**config.mk**
```make
export PLATFORM = sky130hd
export DESIGN_NAME = dmem_mmio_bridge
export DESIGN_NICKNAME = d
export VERILOG_FILES = /design/src/rtl/dmem_mmio_bridge.sv
export SDC_FILE = /design/constraint.sdc
export NUM_CORES = 1
export LEC_CHECK = 0
export BUFFER_PORTS_ARGS = -buffer_cell sky130_fd_sc_hd__buf_2
export CELL_PAD_IN_SITES_DETAIL_PLACEMENT = 1
export CELL_PAD_IN_SITES_GLOBAL_PLACEMENT = 1
export CORE_UTILIZATION = 45
export CTS_CLUSTER_DIAMETER = 120
export CTS_CLUSTER_SIZE = 20
export DETAILED_ROUTE_END_ITERATION = 16
export PLACE_DENSITY = 0.86
export SYNTH_ARGS = -nofsm -noshare
export SYNTH_HDL_FRONTEND = slang
export SYNTH_SLANG_ARGS = --single-unit
```
**constraint.sdc**
```tcl
create_clock -name clock -period 3.3 [get_ports clock]
set_input_delay 0.33 -clock clock [delete_from_list [all_inputs] [get_ports clock]]
set_output_delay 0.33 -clock clock [all_outputs]
set_load 0.01 [all_outputs]
```
**src/rtl/dmem_mmio_bridge.sv**
```systemverilog
// dmem_mmio_bridge
//   Sits between the core's data-memory port and the data RAM. Word addresses
//   whose upper 28 bits match MMIO_BASE go to a 16-register MMIO window. All
//   other addresses pass straight through to the RAM.
//   The window holds a UART transmitter (byte FIFO feeding an 8N1 serializer)
//   and a free-running 32-bit timer with a compare register and a sticky IRQ.
//   Loads from either target return one edge after the address, like the RAM.
//
// Ports
//   clock      master clock; all state changes on posedge
//   reset      asynchronous, active-low reset
//   cpu_addr   word address from the core
//   cpu_data   store data from the core
//   cpu_wren   store strobe from the core
//   cpu_q      load data back to the core (MMIO or RAM, one edge later)
//   ram_addr   RAM word address (low RAM_AW bits of cpu_addr)
//   ram_data   RAM write data (cpu_data)
//   ram_wren   RAM write enable, suppressed for MMIO addresses
//   ram_q      RAM read data (registered inside the RAM)
//   uart_tx    serial output, idle high
//   timer_irq  sticky timer compare flag
module dmem_mmio_bridge #(
    parameter logic [31:0] MMIO_BASE    = 32'h0000_F000,
    parameter int          RAM_AW       = 12,
    parameter int          FIFO_DEPTH   = 8,
    parameter int          CLKS_PER_BIT = 434
) (
    input  logic              clock,
    input  logic              reset,
    input  logic [31:0]       cpu_addr,
    input  logic [31:0]       cpu_data,
    input  logic              cpu_wren,
    output logic [31:0]       cpu_q,
    output logic [RAM_AW-1:0] ram_addr,
    output logic [31:0]       ram_data,
    output logic              ram_wren,
    input  logic [31:0]       ram_q,
    output logic              uart_tx,
    output logic              timer_irq
);

    localparam int PW = $clog2(FIFO_DEPTH);
    localparam int CW = $clog2(CLKS_PER_BIT);
    localparam logic [PW:0] FULL_COUNT = (PW+1)'(FIFO_DEPTH);

    localparam logic [3:0] OFF_TXDATA  = 4'd0;
    localparam logic [3:0] OFF_STATUS  = 4'd1;
    localparam logic [3:0] OFF_TIMER   = 4'd2;
    localparam logic [3:0] OFF_TIMECMP = 4'd3;

    typedef enum logic [1:0] {IDLE, START, DATA, STOP} tx_state_t;

    // ---------------- address decode and RAM pass-through ----------------
    logic       sel_mmio;
    logic [3:0] off;
    logic       mmio_wr;
    logic       wr_txdata, wr_status, wr_timer, wr_timecmp;

    assign sel_mmio   = (cpu_addr[31:4] == MMIO_BASE[31:4]);
    assign off        = cpu_addr[3:0];
    assign mmio_wr    = cpu_wren & sel_mmio;
    assign wr_txdata  = mmio_wr & (off == OFF_TXDATA);
    assign wr_status  = mmio_wr & (off == OFF_STATUS);
    assign wr_timer   = mmio_wr & (off == OFF_TIMER);
    assign wr_timecmp = mmio_wr & (off == OFF_TIMECMP);

    assign ram_addr = cpu_addr[RAM_AW-1:0];
    assign ram_data = cpu_data;
    assign ram_wren = cpu_wren & ~sel_mmio;

    // ---------------- TX FIFO ----------------
    logic [7:0]    fifo_mem [FIFO_DEPTH];
    logic [PW-1:0] wr_ptr, rd_ptr;
    logic [PW:0]   count;
    logic          full, empty, push, pop, ovf;
    tx_state_t     state;

    assign full  = (count == FULL_COUNT);
    assign empty = (count == '0);
    // The serializer only pops from IDLE, so a push into an empty FIFO is
    // popped on the following edge (no bypass).
    assign pop   = (state == IDLE) && !empty;
    // A full FIFO still accepts a byte on the edge that frees a slot.
    assign push  = wr_txdata && (!full || pop);

    // NOTE: the byte storage is deliberately left out of reset; only the
    // pointers and count define what is valid, so clearing the array buys
    // nothing and costs a reset path on every storage bit.
    always_ff @(posedge clock) begin
        if (push) fifo_mem[wr_ptr] <= cpu_data[7:0];
    end

    // NOTE: clocked state is always assigned with <=, so every register in a
    // block samples the pre-edge values no matter the statement order.
    always_ff @(posedge clock or negedge reset) begin
        if (!reset) begin
            wr_ptr <= '0;
            rd_ptr <= '0;
            count  <= '0;
            ovf    <= 1'b0;
        end else begin
            if (push) wr_ptr <= wr_ptr + 1'b1;
            if (pop)  rd_ptr <= rd_ptr + 1'b1;
            case ({push, pop})
                2'b10:   count <= count + 1'b1;
                2'b01:   count <= count - 1'b1;
                default: ;
            endcase
            if (wr_txdata && !push) ovf <= 1'b1;
            else if (wr_status)     ovf <= 1'b0;
        end
    end

    // ---------------- 8N1 serializer ----------------
    logic [CW-1:0] baud;
    logic [2:0]    bit_idx;
    logic [7:0]    shift;
    logic          baud_done;

    assign baud_done = (baud == CW'(CLKS_PER_BIT - 1));

    // uart_tx is registered and loaded together with each state change, so
    // the line level always matches the state it belongs to.
    always_ff @(posedge clock or negedge reset) begin
        if (!reset) begin
            state   <= IDLE;
            baud    <= '0;
            bit_idx <= '0;
            shift   <= '0;
            uart_tx <= 1'b1;
        end else begin
            case (state)
                IDLE: begin
                    uart_tx <= 1'b1;
                    if (pop) begin
                        shift   <= fifo_mem[rd_ptr];
                        baud    <= '0;
                        uart_tx <= 1'b0;
                        state   <= START;
                    end
                end
                START: begin
                    if (baud_done) begin
                        baud    <= '0;
                        bit_idx <= '0;
                        uart_tx <= shift[0];
                        state   <= DATA;
                    end else begin
                        baud <= baud + 1'b1;
                    end
                end
                DATA: begin
                    if (baud_done) begin
                        baud <= '0;
                        if (bit_idx == 3'd7) begin
                            uart_tx <= 1'b1;
                            state   <= STOP;
                        end else begin
                            bit_idx <= bit_idx + 3'd1;
                            uart_tx <= shift[bit_idx + 3'd1];
                        end
                    end else begin
                        baud <= baud + 1'b1;
                    end
                end
                STOP: begin
                    if (baud_done) begin
                        baud  <= '0;
                        state <= IDLE;
                    end else begin
                        baud <= baud + 1'b1;
                    end
                end
                default: state <= IDLE;
            endcase
        end
    end

    // ---------------- timer and compare IRQ ----------------
    logic [31:0] timer, timecmp;
    logic        irq;

    always_ff @(posedge clock or negedge reset) begin
        if (!reset) begin
            timer   <= '0;
            timecmp <= '0;
            irq     <= 1'b0;
        end else begin
            timer <= wr_timer ? cpu_data : timer + 32'd1;
            if (wr_timecmp) timecmp <= cpu_data;
            // A compare write clears the flag even if a match lands on the same edge.
            if (wr_timecmp)             irq <= 1'b0;
            else if (timer == timecmp)  irq <= 1'b1;
        end
    end

    assign timer_irq = irq;

    // ---------------- read path ----------------
    logic [31:0] rdata, mmio_q;
    logic        sel_q, busy;

    assign busy = (state != IDLE);

    // NOTE: rdata gets a default before the case so no path leaves it
    // unassigned, which would otherwise infer a latch.
    always_comb begin
        rdata = '0;
        if (sel_mmio) begin
            case (off)
                OFF_STATUS:  rdata = {16'b0, 8'(count), 3'b0, irq, ovf, busy, full, empty};
                OFF_TIMER:   rdata = timer;
                OFF_TIMECMP: rdata = timecmp;
                default:     rdata = '0;
            endcase
        end
    end

    always_ff @(posedge clock or negedge reset) begin
        if (!reset) begin
            sel_q  <= 1'b0;
            mmio_q <= '0;
        end else begin
            sel_q  <= sel_mmio;
            mmio_q <= rdata;
        end
    end

    assign cpu_q = sel_q ? mmio_q : ram_q;

endmodule

```
Yosys cells after proc, flatten, opt, wreduce, memory -nomap -nowiden
Memory sizes are Yosys's and may differ from the RTL's. A register that Yosys moved wholly into a read port is not among the register bits.
Index checks and enable logic that the tools add are counted.
Widths: inputs -> output; s select.
Storage, ports and cells
  RAM bits: 64
  bits in registers: 124
  memories: 1
  output and inout bits: 79
  input port bits: 99
Cells by class
  reduce and logical (&&, ||, !) cells: 22
  bitwise gates (word level): 7
  equal/unequal tests: 19
  add/subtract/negate cells: 7
  muxes and demuxes: 31
  order comparisons: 1
Memories
  fifo_mem: depth 8, width 8, rd ports 1, clocked after memory_dff 1, write ports 1, line 72  | logic [7:0] fifo_mem [FIFO_DEPTH];
Operators by type and width (count)
  $mux 32: 3
  $pmux 32 s3: 1
  $add 32x1->32 const B: 1
  $eq 32x32->1: 1
  $eq 28x12->1 const B: 1
  $mux 9: 2
  $pmux 9 s2: 1
  $ne 2x2->1 const B: 6
  $mux 1: 11
  $mux 2: 5
  $reduce_bool 2->1: 5
  $add 3x1->3 const B: 3
  $add 9x1->9 const B: 1
  $eq 9x9->1 const B: 1
  $mux 3: 3
  $eq 4x2->1 const B: 2
  $logic_not 4->1: 2
  $pmux 2 s4: 1
  $pmux 4 s2: 1
  $and 1x1->1: 6
  $eq 2x2->1 const B: 3
  $pmux 3 s2: 1
  $reduce_and 5->1: 1
  $add 4x1->4 const B: 1
  other kinds (18): 24

Longest topological paths before layout
  depth in word-level cells: 8
  mapped depth: 11

Least setup slack after synthesis
OpenSTA, ideal clock, no wires.
  path kind: input to register
  start point: input cpu_addr[20]
  end point: register count[3]
  data arrival time: 2.930 ns
  library setup time: 0.065 ns
  stages: 11
  slack: 0.305 ns
  data required time: 3.235 ns
  path through: nor4_1 > nand3_1 > or2_4 > o21ai_0 > inv_1 > ha_1 > a21o_1 > a21oi_1 > or3b_2 > o2111a_1 > nand2_1
Between the ends
  word-level cells in the longest chain between the ends: 6
  elaborated cells on any way between the ends: 8
  those cells by class: eq/ne: 3; mux: 1; bitwise: 2; reduce/logical: 2
RTL lines
  start, declared: line 30  | input logic [31:0] cpu_addr,
  $eq 28x12->1 *: line 59  | assign sel_mmio = (cpu_addr[31:4] == MMIO_BASE[31:4]);
  $and 1x1->1 *: line 61  | assign mmio_wr = cpu_wren & sel_mmio;
  $and 1x1->1 *: line 62  | assign wr_txdata = mmio_wr & (off == OFF_TXDATA);
  $logic_and 1x1->1 *: line 84  | assign push = wr_txdata && (!full || pop);
  $eq 2x1->1 or $eq 2x2->1 (tied branches): line 104  | case ({push, pop})
  $pmux 4 s2 or $reduce_bool 2->1 (tied branches)
  end signal, assigned: line 105  | 2'b10: count <= count + 1'b1;
  end signal, assigned: line 106  | 2'b01: count <= count - 1'b1;
  end, declared: line 74  | logic [PW:0] count;
Every way passes the cells marked *; elsewhere a longest branch is shown, timed or not.
A chain may end at the register's enable or synchronous reset.

Worst setup path in the final report
  start point: register count[2]
  end point: register count[3]
Between the ends
  word-level cells in the longest chain between the ends: 7
  elaborated cells on any way between the ends: 13
  those cells by class: add/sub: 2; eq/ne: 3; mux: 1; reduce/logical: 7
RTL lines
  $logic_not 4->1: line 79  | assign empty = (count == '0);
  $logic_not 1->1: line 82  | assign pop = (state == IDLE) && !empty;
  $logic_and 1x1->1: line 82
  $logic_or 1x1->1: line 84
  $logic_and 1x1->1: line 84
  $eq 2x1->1 or $eq 2x2->1 (tied branches): line 104
  $pmux 4 s2 or $reduce_bool 2->1 (tied branches)
Several ways; a longest one is shown, not always the timed one.

==> results.cfg <==
[outcome]
outcome = completed

[floorplanning]
ios = 178
dieArea_um2 = 23000
start_util = 0.460
num_rows = 54
dieWidth_um = 152
core_area_um2 = 21900
die_y_um = 152

[sta]
tightest_slew_ns = 0.837
timing.setup.tns_ns = 0
max_slew_margin = 0.442
fmax_mhz = 349
fin_skew_ns = 0.0126
final.min_clock_period_ns = 2.86
period_share = 0.867
setup_slack_ns = 0.438
slew_viol_final = 0
hold_viol = 0
rsz0062_at_grt = false
finalSetupViolations = 0

[cts]
clock_latency_ns = 0.46
cts_setup_buffers = 0
clockBufferDepth = 2
ctsHoldBuffers = 1
htreeDepth = 4
cts_tree = done
cts_resized = 0
clkTransAtPathRegs_ns = 0.08
cts_num_sinks = 196
cts_buffers = 17
cts_root_buf = clkbuf_16

[pwr]
power_density_nw_per_um2 = 430
pwr-share-comb = 0.052
ir_worst_vdd_v = 0.000396
p_clk_frac = 0.446
p_int_uw = 3740
p_leak_uw = 0.00483
seq_power_share = 0.501
power.switching_uw = 1260
power_uw = 5000
p_sw_frac = 0.253

[worst_setup_path]
critical_path.max_fanout = 6
start_kind = register
worstPathArrival_ns = 3.25
cp_top_family = simple AND/OR/NAND/NOR gates
reg2reg_slack_ns = 0.44
cpPeakStageDelay_ns = 0.47
cp-end-kind = register
r2r-start = count[2]$_DFFE_PN0P_
worstRegToRegCells = 11
timing.rr.end = count[3]$_DFFE_PN0P_
cp_num_buf_inv = 2
startpoint = count[2]$_DFFE_PN0P_
slowest_stage = or3b_2
crit_end = count[3]$_DFFE_PN0P_
critPathRequiredTime_ns = 3.69
crit_chain = nor4_1 > buf_4 > nor2b_1 > o21ai_0 > inv_1 > ha_1 > a21o_1 > a21oi_1 > or3b_2 > o2111a_1 > nand2_1
cp.depth = 11
crit_type = reg -> reg

[layout]
area_delta_synth_final_pct = 15.6
fillers = 2330
drive_gt1_frac = 0.361
nNetsFinal = 1070
finalNonFillerCells = 1249
diodes = 0

[synth]
synthCells = 820
synth_nets = 934
ys.flop_type = dfrtp_1
ys_seq_area_frac = 0.519
ys_seq_elements = 196
syn_avg_cell_area_um2 = 12.3
synth-edff-count = 64
syn_area_um2 = 10100
yosys_warnings = 0
async_flop_share = 0.673
yosysUniqueCellTypes = 65

[global_routing]
track_usage = 0.245
grtUsageMet1 = 0.309
antenna_found_initial = 0
grt_pass1_vias = 7407
gr-usage-met3 = 0.0482
top_usage_layer = met2
grt.overflow.total = 0
grt_max_degree = 69
use_met2 = 0.415
grt_pass1_wl_mm = 41.5

[placement]
dp.cells = 1216
gp_congestion = 0.850
dp_hpwl_mm = 18.6
dp_slack_ns = 0.0668
io_buffers = 177

[route]
wl_mm = 26.9
num_vias = 7066
final_antenna_net_count = 0
drt_iter0_markers = 447
dr.pass1.iters = 5
routed_via_density = 5.66
drc = 0
wire_per_inst_um = 21.5

[job]
cap_violations = 0

[min_path]
min_from = cpu_data[13]
hp-class = in -> reg
[layer usage]
metal | up-vias | part of all wire
li1 | 3184 | -
met4 | 0 | 0.021
met3 | 44 | 0.060
met2 | 252 | 0.51
met5 | - | 0
met1 | 3586 | 0.41
[per-stage QoR]
stage                     hold slack (ns)  instance area (um^2)   util
after detailed placement            0.327                 11000  0.502
after global routing                0.111                 11600  0.532
after global placement              0.323                 11000  0.502
final                               0.107                 11600  0.532
after floorplan                    0.0344                 10100      -
after CTS                           0.101                 11600  0.532
[kinds of logic (layout without fill, tap and decap cells)]
family	Yosys count	after routing	share of synthesized area
compound gates	103	103	0.0655
xor+xnor	74	74	0.0643
fa+ha+maj	15	15	0.0194
buf+inv	104	253	0.0626
flops	196	196	0.519
mux	104	104	0.146
simple gates	224	224	0.124
[how the worst min path moves through the flow]
stage / endpoint / cells past startpoint
4_1_cts: timer[15]$_DFF_PN0_ / 3
6_report: timer[13]$_DFF_PN0_ / 3
2_1_floorplan: baud[0]$_DFFE_PN0N_ / 0
5_1_grt: timer[21]$_DFF_PN0_ / 3
3_5_place_dp: mmio_q[22]$_DFF_PN0_ / 1
3_3_place_gp: mmio_q[22]$_DFF_PN0_ / 1
[Yosys cell counts (18+ instances only)]
master    count  area (um^2)
dfrtp_1     131         3280
nand2_1      66          248
edfxtp_1     64         1920
nor2_1       58          218
xnor2_1      50          438
o21ai_0      46          230
buf_4        44          330
mux2_2       43          484
a22oi_1      32          240
mux2_4       29          435
xor2_1       24          210
clkbuf_1     23         86.3
nand3_1      21          105
nand4_1      19          119
mux4_2       18          405
[flip-flops by register name, indices dropped and copies added, names as in the netlist, 4 cells and up]
signal	count
timecmp	32
mmio_q	32
timer	32
baud	9
count	4
shift	8
fifo_mem	64
[final cells by class]
type	count	area, um^2	area share
flip-flops and latches	196	5230	0.449
multi-input cells	520	4230	0.364
repair buffers	206	1130	0.0974
clock buffers	17	425	0.0365
well taps	280	350	0.0301
clock inverters	15	215	0.0185
inverters	15	57.6	0.00494
[tightest hold or removal path, stage by stage]
cell     delay [ns]
buf_2          0.09
nand2_1        0.04
o21ai_0        0.06
[power groups by stage]
stage,registers (uW),clock network [uW],logic (uW)
5_1_grt,2510,2350,289
4_1_cts,2510,2260,267
6_report,2510,2230,262
3_5_place_dp,2560,0,264
2_1_floorplan,2560,0,112
3_3_place_gp,2560,0,254
[cells in the final DEF (no fill, tap or decap), types with 13 or more instances in the layout]
cell / Yosys / final
edfxtp_1: 64 / 64
xor2_1: 24 / 24
mux2i_1: 13 / 13
nand2_1: 66 / 66
mux4_2: 18 / 18
mux2_4: 29 / 29
nand4_1: 19 / 19
buf_2: 9 / 176
inv_1: 14 / 14
nand3_1: 21 / 21
a22oi_1: 32 / 32
mux2_2: 43 / 43
nor2_1: 58 / 58
o21ai_0: 46 / 46
xnor2_1: 50 / 50
dfrtp_1: 131 / 131
ha_1: 14 / 14
clkbuf_16: 0 / 17
buf_4: 44 / 27
Power figures use the tool's default switching activity.
